## src/rtl/gps_feed_rx_pkg.sv

```systemverilog
// gps_feed_rx_pkg
//   Shared definitions for the host sample-feed receiver: bit positions inside
//   the 8-bit PIO word, the sample width and the feed FSM state encoding.
package gps_feed_rx_pkg;

  // Field positions inside the PIO word written by the host.
  localparam int FEED_DATA_MSB  = 2;
  localparam int FEED_DATA_LSB  = 0;
  localparam int FEED_CLK_BIT   = 3;
  localparam int FEED_DONE_BIT  = 6;
  localparam int FEED_RESET_BIT = 7;

  // One sample is {sign, mag[1:0]}.
  localparam int SAMPLE_W = FEED_DATA_MSB - FEED_DATA_LSB + 1;

  typedef enum logic [1:0] {
    ST_IDLE = 2'd0,
    ST_RUN  = 2'd1,
    ST_DONE = 2'd2
  } feed_state_t;

endpackage

```

## src/rtl/gps_feed_rx_if.sv

```systemverilog
// gps_feed_rx_if
//   Sample stream from the feed receiver to the subchannel.
//   out_valid : head sample valid (master -> slave)
//   out_data  : head sample {sign, mag[1:0]} (master -> slave)
//   out_ready : slave accepts out_data this cycle (slave -> master)
interface gps_feed_rx_if;
  import gps_feed_rx_pkg::*;

  logic                out_valid;
  logic                out_ready;
  logic [SAMPLE_W-1:0] out_data;

  modport master (output out_valid, output out_data, input out_ready);
  modport slave  (input out_valid, input out_data, output out_ready);

endinterface

```

## src/rtl/gps_feed_fifo.sv

```systemverilog
// gps_feed_fifo
//   Small sample FIFO with a registered head word.
//   clk, reset   : clock, synchronous active-high reset
//   i_push/i_din : write request and data
//   i_pop        : read request (ignored while empty)
//   i_flush      : synchronous clear of all entries
//   o_full       : DEPTH entries stored
//   o_empty      : no entries stored
//   o_head_valid : registered "not empty", drives the stream valid
//   o_head       : registered oldest entry, stable until popped
module gps_feed_fifo #(
  parameter int WIDTH = 3,
  parameter int DEPTH = 4
) (
  input  logic             clk,
  input  logic             reset,
  input  logic             i_push,
  input  logic [WIDTH-1:0] i_din,
  input  logic             i_pop,
  input  logic             i_flush,
  output logic             o_full,
  output logic             o_empty,
  output logic             o_head_valid,
  output logic [WIDTH-1:0] o_head
);

  localparam int AW = $clog2(DEPTH);

  logic [WIDTH-1:0] r_mem [DEPTH];
  logic [AW:0]      r_wr;
  logic [AW:0]      r_rd;
  logic             r_head_valid;
  logic [WIDTH-1:0] r_head;

  logic             w_pop;
  logic             w_push;
  logic [AW:0]      w_wr_next;
  logic [AW:0]      w_rd_next;
  logic [WIDTH-1:0] w_head_next;

  // Extra pointer MSB is the wrap bit: equal pointers mean empty,
  // differing wrap bits with equal indices mean full.
  assign o_empty = (r_wr == r_rd);
  assign o_full  = (r_wr[AW] != r_rd[AW]) && (r_wr[AW-1:0] == r_rd[AW-1:0]);

  // A push into a full FIFO only lands when a pop frees a slot in the same cycle.
  assign w_pop  = i_pop && !o_empty;
  assign w_push = i_push && (!o_full || w_pop);

  assign w_wr_next = r_wr + {{AW{1'b0}}, w_push};
  assign w_rd_next = r_rd + {{AW{1'b0}}, w_pop};

  // When the new read pointer lands on the slot being written, the FIFO is
  // (or becomes) empty apart from this push, so the head comes straight from i_din.
  assign w_head_next = (w_push && (r_wr == w_rd_next)) ? i_din : r_mem[w_rd_next[AW-1:0]];

  always_ff @(posedge clk) begin
    if (w_push) begin
      r_mem[r_wr[AW-1:0]] <= i_din;
    end
  end

  always_ff @(posedge clk) begin
    if (reset || i_flush) begin
      r_wr         <= '0;
      r_rd         <= '0;
      r_head_valid <= 1'b0;
      r_head       <= '0;
    end else begin
      r_wr         <= w_wr_next;
      r_rd         <= w_rd_next;
      r_head_valid <= (w_wr_next != w_rd_next);
      r_head       <= w_head_next;
    end
  end

  assign o_head_valid = r_head_valid;
  assign o_head       = r_head;

endmodule

```

## src/rtl/gps_feed_rx.sv

```systemverilog
// gps_feed_rx
//   Receive side of the host sample-feed PIO. Synchronises the asynchronous
//   PIO word, glitch-filters the sample-clock bit, captures one sample per
//   accepted rising edge into a FIFO and streams it out with valid/ready.
//   clk            : correlator clock
//   reset          : synchronous active-high reset
//   gps_data_in    : raw PIO word, asynchronous to clk
//   out_if         : sample stream (master side)
//   sample_count   : accepted edges since reset / feed reset, saturating
//   feed_active    : feed FSM in RUN
//   feed_done      : feed FSM in DONE
//   overflow       : sticky, a sample was dropped on a full FIFO
//   feed_reset_out : synchronised feed-reset bit for the subchannel
module gps_feed_rx
  import gps_feed_rx_pkg::*;
#(
  parameter int SYNC_STAGES = 2,
  parameter int MIN_LEVEL   = 2,
  parameter int FIFO_DEPTH  = 4,
  parameter int CNT_WIDTH   = 16
) (
  input  logic                 clk,
  input  logic                 reset,
  input  logic [7:0]           gps_data_in,
  gps_feed_rx_if.master        out_if,
  output logic [CNT_WIDTH-1:0] sample_count,
  output logic                 feed_active,
  output logic                 feed_done,
  output logic                 overflow,
  output logic                 feed_reset_out
);

  localparam int RW = $clog2(MIN_LEVEL + 1);

  logic [SYNC_STAGES-1:0][7:0] r_sync;
  logic [RW-1:0]               r_run;
  logic                        r_lvl;
  logic                        r_armed;
  logic                        r_accept;
  logic [SAMPLE_W-1:0]         r_sample;
  feed_state_t                 r_state;
  logic [CNT_WIDTH-1:0]        r_count;
  logic                        r_overflow;

  logic [7:0]    w_sync;
  logic          w_clk_lvl;
  logic          w_done_lvl;
  logic          w_feed_rst;
  logic [RW-1:0] w_run_next;
  logic          w_level_met;
  logic          w_accept;
  logic          w_push;
  logic          w_pop;
  logic          w_fifo_full;
  logic          w_fifo_empty;
  logic          w_unused_bits;
  feed_state_t   w_state_next;

  // Synchroniser: every bit of the word shifts through SYNC_STAGES flops.
  always_ff @(posedge clk) begin
    if (reset) begin
      r_sync <= '0;
    end else begin
      r_sync <= {r_sync[SYNC_STAGES-2:0], gps_data_in};
    end
  end

  assign w_sync        = r_sync[SYNC_STAGES-1];
  assign w_clk_lvl     = w_sync[FEED_CLK_BIT];
  assign w_done_lvl    = w_sync[FEED_DONE_BIT];
  assign w_feed_rst    = w_sync[FEED_RESET_BIT];
  assign w_unused_bits = ^w_sync[5:4];

  // Run length of the current sample-clock level, saturating at MIN_LEVEL.
  always_comb begin
    w_run_next = RW'(1);
    if (w_clk_lvl == r_lvl) begin
      w_run_next = (r_run == RW'(MIN_LEVEL)) ? r_run : r_run + RW'(1);
    end
  end

  assign w_level_met = (w_run_next == RW'(MIN_LEVEL));
  // Only the cycle that first reaches MIN_LEVEL high can accept; armed
  // dropping in the same cycle limits each edge to one accept.
  assign w_accept    = r_armed && w_clk_lvl && w_level_met && !w_feed_rst;

  always_ff @(posedge clk) begin
    if (reset) begin
      r_lvl    <= 1'b0;
      r_run    <= '0;
      r_armed  <= 1'b0;
      r_accept <= 1'b0;
      r_sample <= '0;
    end else begin
      r_lvl    <= w_clk_lvl;
      r_run    <= w_run_next;
      r_accept <= w_accept;
      if (w_accept) begin
        r_sample <= w_sync[FEED_DATA_MSB:FEED_DATA_LSB];
      end
      if (w_feed_rst || w_accept) begin
        r_armed <= 1'b0;
      end else if (!w_clk_lvl && w_level_met) begin
        r_armed <= 1'b1;
      end
    end
  end

  // Feed FSM: state register.
  always_ff @(posedge clk) begin
    if (reset) begin
      r_state <= ST_IDLE;
    end else begin
      r_state <= w_state_next;
    end
  end

  // Feed FSM: next state. Feed reset wins over every transition.
  always_comb begin
    w_state_next = r_state;
    if (w_feed_rst) begin
      w_state_next = ST_IDLE;
    end else begin
      case (r_state)
        ST_IDLE: if (r_accept)   w_state_next = ST_RUN;
        ST_RUN:  if (w_done_lvl) w_state_next = ST_DONE;
        ST_DONE: w_state_next = ST_DONE;
        default: w_state_next = ST_IDLE;
      endcase
    end
  end

  // Feed FSM: outputs decoded from the state register.
  always_comb begin
    feed_active = 1'b0;
    feed_done   = 1'b0;
    case (r_state)
      ST_RUN:  feed_active = 1'b1;
      ST_DONE: feed_done   = 1'b1;
      default: ;
    endcase
  end

  assign w_push = r_accept && (r_state != ST_DONE) && !w_feed_rst;
  assign w_pop  = out_if.out_valid && out_if.out_ready && !w_fifo_empty;

  // Counter includes samples that the FIFO drops.
  always_ff @(posedge clk) begin
    if (reset || w_feed_rst) begin
      r_count    <= '0;
      r_overflow <= 1'b0;
    end else begin
      if (w_push && (r_count != {CNT_WIDTH{1'b1}})) begin
        r_count <= r_count + CNT_WIDTH'(1);
      end
      if (w_push && w_fifo_full && !w_pop) begin
        r_overflow <= 1'b1;
      end
    end
  end

  gps_feed_fifo #(
    .WIDTH (SAMPLE_W),
    .DEPTH (FIFO_DEPTH)
  ) u_fifo (
    .clk          (clk),
    .reset        (reset),
    .i_push       (w_push),
    .i_din        (r_sample),
    .i_pop        (w_pop),
    .i_flush      (w_feed_rst),
    .o_full       (w_fifo_full),
    .o_empty      (w_fifo_empty),
    .o_head_valid (out_if.out_valid),
    .o_head       (out_if.out_data)
  );

  assign sample_count   = r_count;
  assign overflow       = r_overflow;
  assign feed_reset_out = w_feed_rst;

endmodule

```

## src/flat_wrapper.sv

```systemverilog
// flat-port wrapper written by rule: the top's interface ports become plain ports
module gps_feed_rx_flat import gps_feed_rx_pkg::*;
#(
  parameter int SYNC_STAGES = 2,
  parameter int MIN_LEVEL   = 2,
  parameter int FIFO_DEPTH  = 4,
  parameter int CNT_WIDTH   = 16
)
  (clk, reset, gps_data_in, sample_count, feed_active, feed_done, overflow, feed_reset_out, out_if_out_valid, out_if_out_data, out_if_out_ready);
  gps_feed_rx_if out_if_i ();
  input  logic clk;
  input  logic reset;
  input  logic [7:0] gps_data_in;
  output logic [CNT_WIDTH-1:0] sample_count;
  output logic feed_active;
  output logic feed_done;
  output logic overflow;
  output logic feed_reset_out;
  output wire logic [$bits(out_if_i.out_valid)-1:0] out_if_out_valid;
  output wire logic [$bits(out_if_i.out_data)-1:0] out_if_out_data;
  input wire logic [$bits(out_if_i.out_ready)-1:0] out_if_out_ready;
  assign out_if_out_valid = out_if_i.out_valid;
  assign out_if_out_data = out_if_i.out_data;
  assign out_if_i.out_ready = out_if_out_ready;
  gps_feed_rx #(.SYNC_STAGES(SYNC_STAGES), .MIN_LEVEL(MIN_LEVEL), .FIFO_DEPTH(FIFO_DEPTH), .CNT_WIDTH(CNT_WIDTH)) u_core (.clk(clk), .reset(reset), .gps_data_in(gps_data_in), .out_if(out_if_i), .sample_count(sample_count), .feed_active(feed_active), .feed_done(feed_done), .overflow(overflow), .feed_reset_out(feed_reset_out));
endmodule
```

## config.mk

```make
export PLATFORM = sky130hd
export DESIGN_NAME = gps_feed_rx_flat
export DESIGN_NICKNAME = d
export VERILOG_FILES = /design/src/rtl/gps_feed_rx_pkg.sv /design/src/rtl/gps_feed_rx_if.sv /design/src/rtl/gps_feed_fifo.sv /design/src/rtl/gps_feed_rx.sv /design/src/flat_wrapper.sv
export SDC_FILE = /design/constraint.sdc
export NUM_CORES = 1
export LEC_CHECK = 0
export BUFFER_PORTS_ARGS = -buffer_cell sky130_fd_sc_hd__buf_2
export CAP_MARGIN = 10
export CELL_PAD_IN_SITES_DETAIL_PLACEMENT = 0
export CELL_PAD_IN_SITES_GLOBAL_PLACEMENT = 2
export CORE_ASPECT_RATIO = 1.4
export CORE_MARGIN = 2
export CORE_UTILIZATION = 25
export CTS_CLUSTER_SIZE = 20
export DETAILED_ROUTE_END_ITERATION = 8
export PLACE_DENSITY = 0.56
export SLEW_MARGIN = 20
export SYNTH_ARGS = -nofsm -noshare
export SYNTH_HDL_FRONTEND = slang
export SYNTH_SLANG_ARGS = --single-unit
export TNS_END_PERCENT = 10
```

## constraint.sdc

```tcl
create_clock -name clk -period 2.4 [get_ports clk]
set_clock_uncertainty 0.15 [all_clocks]
set_input_delay 0.24 -clock clk [delete_from_list [all_inputs] [get_ports clk]]
set_output_delay 0.24 -clock clk [all_outputs]
set_load 0.02 [all_outputs]
```

==> impl_metrics.json <==
{
  "status": "finished clean",
  "totalWireLength_mm": 6.26,
  "insertion_delay_ns": 0.33,
  "syn2layout_area_growth_pct": 32.4,
  "p_leak_nw": 1.37,
  "track_usage_pct": 11.7,
  "whs_path_depth": 2,
  "die_h_um": 126,
  "cts.sinks": 61,
  "fin_setup_tns_ns": 0,
  "synth_area_um2": 2670,
  "fmax_mhz": 439,
  "p_seq_share_pct": 42.2,
  "drt_iter0_drc": 43,
  "viasPerCell": 4.58,
  "grt_pass1_vias": 1989,
  "start_util_pct": 25.6,
  "p_comb_share_pct": 3.1,
  "tightestPinTransition_ns": 0.547,
  "num_vias": 2085,
  "synthFlopType": "dfxtp_1",
  "switching_power_mw": 0.504,
  "cts_tree": "built",
  "drt_pre_antenna_iters": 4,
  "seq_area_frac_synth_pct": 50.3,
  "p_int_mw": 2.03,
  "fillers": 1085,
  "ir_drop_v": 0.000392,
  "cts_buffer_depth": 2,
  "report.final.slew_viol_count": 0,
  "hp-start": "reset",
  "hp-class": "input port to flip-flop",
  "grt_start_max_net_pins": 24,
  "die_x_um": 91.3,
  "placed_cells": 432,
  "cp_num_buf_inv": 2,
  "max_cap_violations": 0,
  "wl_per_cell_um": 13.8,
  "ant_nets": 0,
  "r2r_cells": 10,
  "critical_path.max_fanout": 6,
  "grt_pass1_wl_mm": 10.2,
  "design.final.nets": 332,
  "cpPeakStageDelay_ns": 0.44,
  "ios": 35,
  "ys_warn_count": 0,
  "htree_levels": 3,
  "cts-root-buf": "clkbuf_16",
  "synth_area_leaders": "dfxtp_1, edfxtp_1, ha_1",
  "drive_gt1_share_pct": 28.7,
  "clkTransAtPathRegs_ns": 0.05,
  "r2r_setup_slack_ns": 0.12,
  "pwr_density_cell_nw_per_um2": 717,
  "p_clk_share_pct": 54.7,
  "r2r-start": "u_core.r_state[0]$_SDFFE_PP0P_",
  "rr_endpoint": "u_core.u_fifo.o_head_valid$_SDFF_PP0_",
  "synth_cell_type_count": 43,
  "critical_path_class": "flip-flop to flip-flop",
  "yosysTopAreaCellShare_pct": 36.8,
  "antenna_found_initial": 0,
  "drc": 0,
  "gr-total-overflow": 0,
  "synth_nets": 276,
  "cts_buffers": 9,
  "cp-start-kind": "flip-flop",
  "setup_viol": 0,
  "crit_required_ns": 2.46,
  "hold_end": "u_core.r_run[0]$_SDFF_PP0_",
  "dieArea_um2": 11500,
  "startpoint": "u_core.r_state[0]$_SDFFE_PP0P_",
  "period_minus_slack_ns": 2.28,
  "fin_crit_sh_pct": 94.9,
  "switching_share_pct": 19.9,
  "yosys.area.top_type": "dfxtp_1",
  "slew_headroom_pct": 63.2,
  "avgSynthCellArea_um2": 10.4,
  "fin_cells": 455,
  "rows": 44,
  "cp_top_family": "adder cells",
  "syn_inst": 256,
  "synth_edf_count": 12,
  "core_area_um2": 10400,
  "cp_cell_sequence": "inv_1 -> ha_2 -> or3b_4 -> a31o_4 -> inv_1 -> ha_1 -> ha_2 -> xnor2_2 -> xnor2_1 -> a31oi_1",
  "diodes": 0,
  "rsz0062_at_grt": "false",
  "dp_hpwl_mm": 4.49,
  "finalHoldViolations": 0,
  "crit_path_top_delay_cell": "or3b_4",
  "critPathArrivalTime_ns": 2.34,
  "numPortBuffers": 32,
  "cp-end-kind": "flip-flop",
  "gp_congestion": 0.691,
  "ys_ff_latch": 61,
  "async_reset_ff_share_pct": 0
}
==> routing by layer <==
| metal | wire, µm | track usage [%] | part of all wire [%] | up-vias |
|---|---|---|---|---|
| met5 | 0 | 0 | 0 | - |
| met4 | 199 | 7.75 | 3.2 | 0 |
| met3 | 210 | 2.63 | 3.4 | 12 |
| met2 | 3080 | 19.1 | 49 | 37 |
| met1 | 2770 | 13.6 | 44 | 982 |
| li1 | - | - | - | 1054 |
==> worst max-delay path by stage <==
stage                                                  endpoint  slack, ns  cells past startpoint
after floorplan              u_core.u_fifo.o_head[0]$_SDFF_PP0_       0.02                      9
after global placement     u_core.sample_count[13]$_SDFFE_PP0P_       0.03                      6
after detailed placement   u_core.sample_count[11]$_SDFFE_PP0P_       0.02                      6
after CTS                    u_core.u_fifo.o_head[1]$_SDFF_PP0_       0.06                      9
after global routing      u_core.u_fifo.o_head_valid$_SDFF_PP0_      0.005                     10
final                     u_core.u_fifo.o_head_valid$_SDFF_PP0_       0.12                     10
==> sequential cells by signal, summed over array words and instances (netlist names) <==
name                        count
u_core.w_sync                   6
u_core.u_fifo.r_mem            12
u_core.r_state                  2
u_core.r_lvl                    1
u_core.r_armed                  1
u_core.r_run                    2
u_core.u_fifo.r_rd              3
u_core.overflow                 1
u_core.u_fifo.o_head            3
u_core.r_sync                   6
u_core.r_sample                 3
u_core.u_fifo.o_head_valid      1
u_core.r_accept                 1
u_core.u_fifo.r_wr              3
u_core.sample_count            16
==> synthesized netlist by cell type (2+ instances only) <==
cell / number
or4_2: 2
or4_4: 2
o21ai_0: 8
nor2b_1: 14
dfxtp_1: 49
edfxtp_1: 12
nand2_1: 10
nor2_1: 13
mux4_2: 3
nor3b_1: 4
buf_6: 2
and2_1: 4
nand3_1: 14
xnor2_1: 9
nand4_1: 6
or4_1: 7
a31oi_1: 3
a31o_2: 2
ha_1: 9
inv_1: 7
mux2i_1: 6
clkbuf_1: 9
and3_1: 4
buf_1: 2
or3_2: 3
a21oi_1: 18
xor2_1: 4
nor4_1: 4
or3_1: 2
o31ai_1: 9
nor3_1: 3
==> final cells by class <==
type / instances / area (µm²) / share of cell area, %
clock inverters: 5 / 73.8 / 2.09
clock buffers: 11 / 243 / 6.87
well taps: 138 / 173 / 4.89
multi-input cells: 174 / 1280 / 36.3
flip-flops and latches: 61 / 1340 / 38.0
repair buffers: 59 / 390 / 11.1
inverters: 7 / 26.3 / 0.744
==> layout by cell type, fill, tap and decap left out, drive strengths merged, types with 2 or more instances in the layout <==
cell type and count:
clkinv 3, edfxtp 12, or4 11, nor3 3, mux2i 6, nand3 14, nor3b 5, a31o 2
dlygate4sd3 6, inv 7, a21oi 18, and3 4, buf 53, o21ai 8, nor4 4, nor2b 14
clkbuf 11, bufinv 2, and2 4, mux4 3, ha 9, or3 5, xnor2 9, xor2 4
dfxtp 49, nand2 10, o31ai 9, nor2 13, a31oi 3, nand4 6
==> kinds of logic after synthesis <==
family | synth area share, %
multiplexers | 4.78
AO/OA/AOI/OAI | 10.4
adder cells (fa/ha/maj) | 4.22
XOR/XNOR | 5.16
buffers and inverters | 3.56
flip-flops | 50.3
AND/OR/NAND/NOR | 21.6
==> power by group through the flow <==
stage / registers (mW) / logic [mW] / clock network, mW
finish: 1.07 / 0.0783 / 1.39
global route: 1.07 / 0.0903 / 1.46
CTS: 1.07 / 0.0814 / 1.42
detailed placement: 1.09 / 0.0731 / 0
global placement: 1.09 / 0.0714 / 0
floorplan: 1.09 / 0.0474 / 0
==> per-stage QoR <==
stage	worst slack [ns]	hold slack [ns]	total power [mW]	utilization, %	cell area, µm²
after floorplan	0.0171	0.218	1.14	-	2670
after global placement	0.0345	0.266	1.16	29.8	3100
after detailed placement	0.0179	0.273	1.16	29.8	3100
after CTS	0.0552	0.173	2.57	33.4	3480
after global routing	0.00490	0.199	2.62	33.9	3530
final	0.122	0.159	2.53	33.9	3530
==> what timing repair did <==
| action | in CTS | in global routing |
|---|---|---|
| setup endpoints to repair | 1 | 4 |
| hold buffers | 6 | 0 |
| buffers inserted | 0 | 1 |
| cloned | 0 | 0 |
| endpoints found under the hold margin | 6 | 0 |
| gates resized for setup | 0 | 10 |
| pin swaps | 1 | 2 |
No activity file was read; power rests on OpenSTA's default activity.
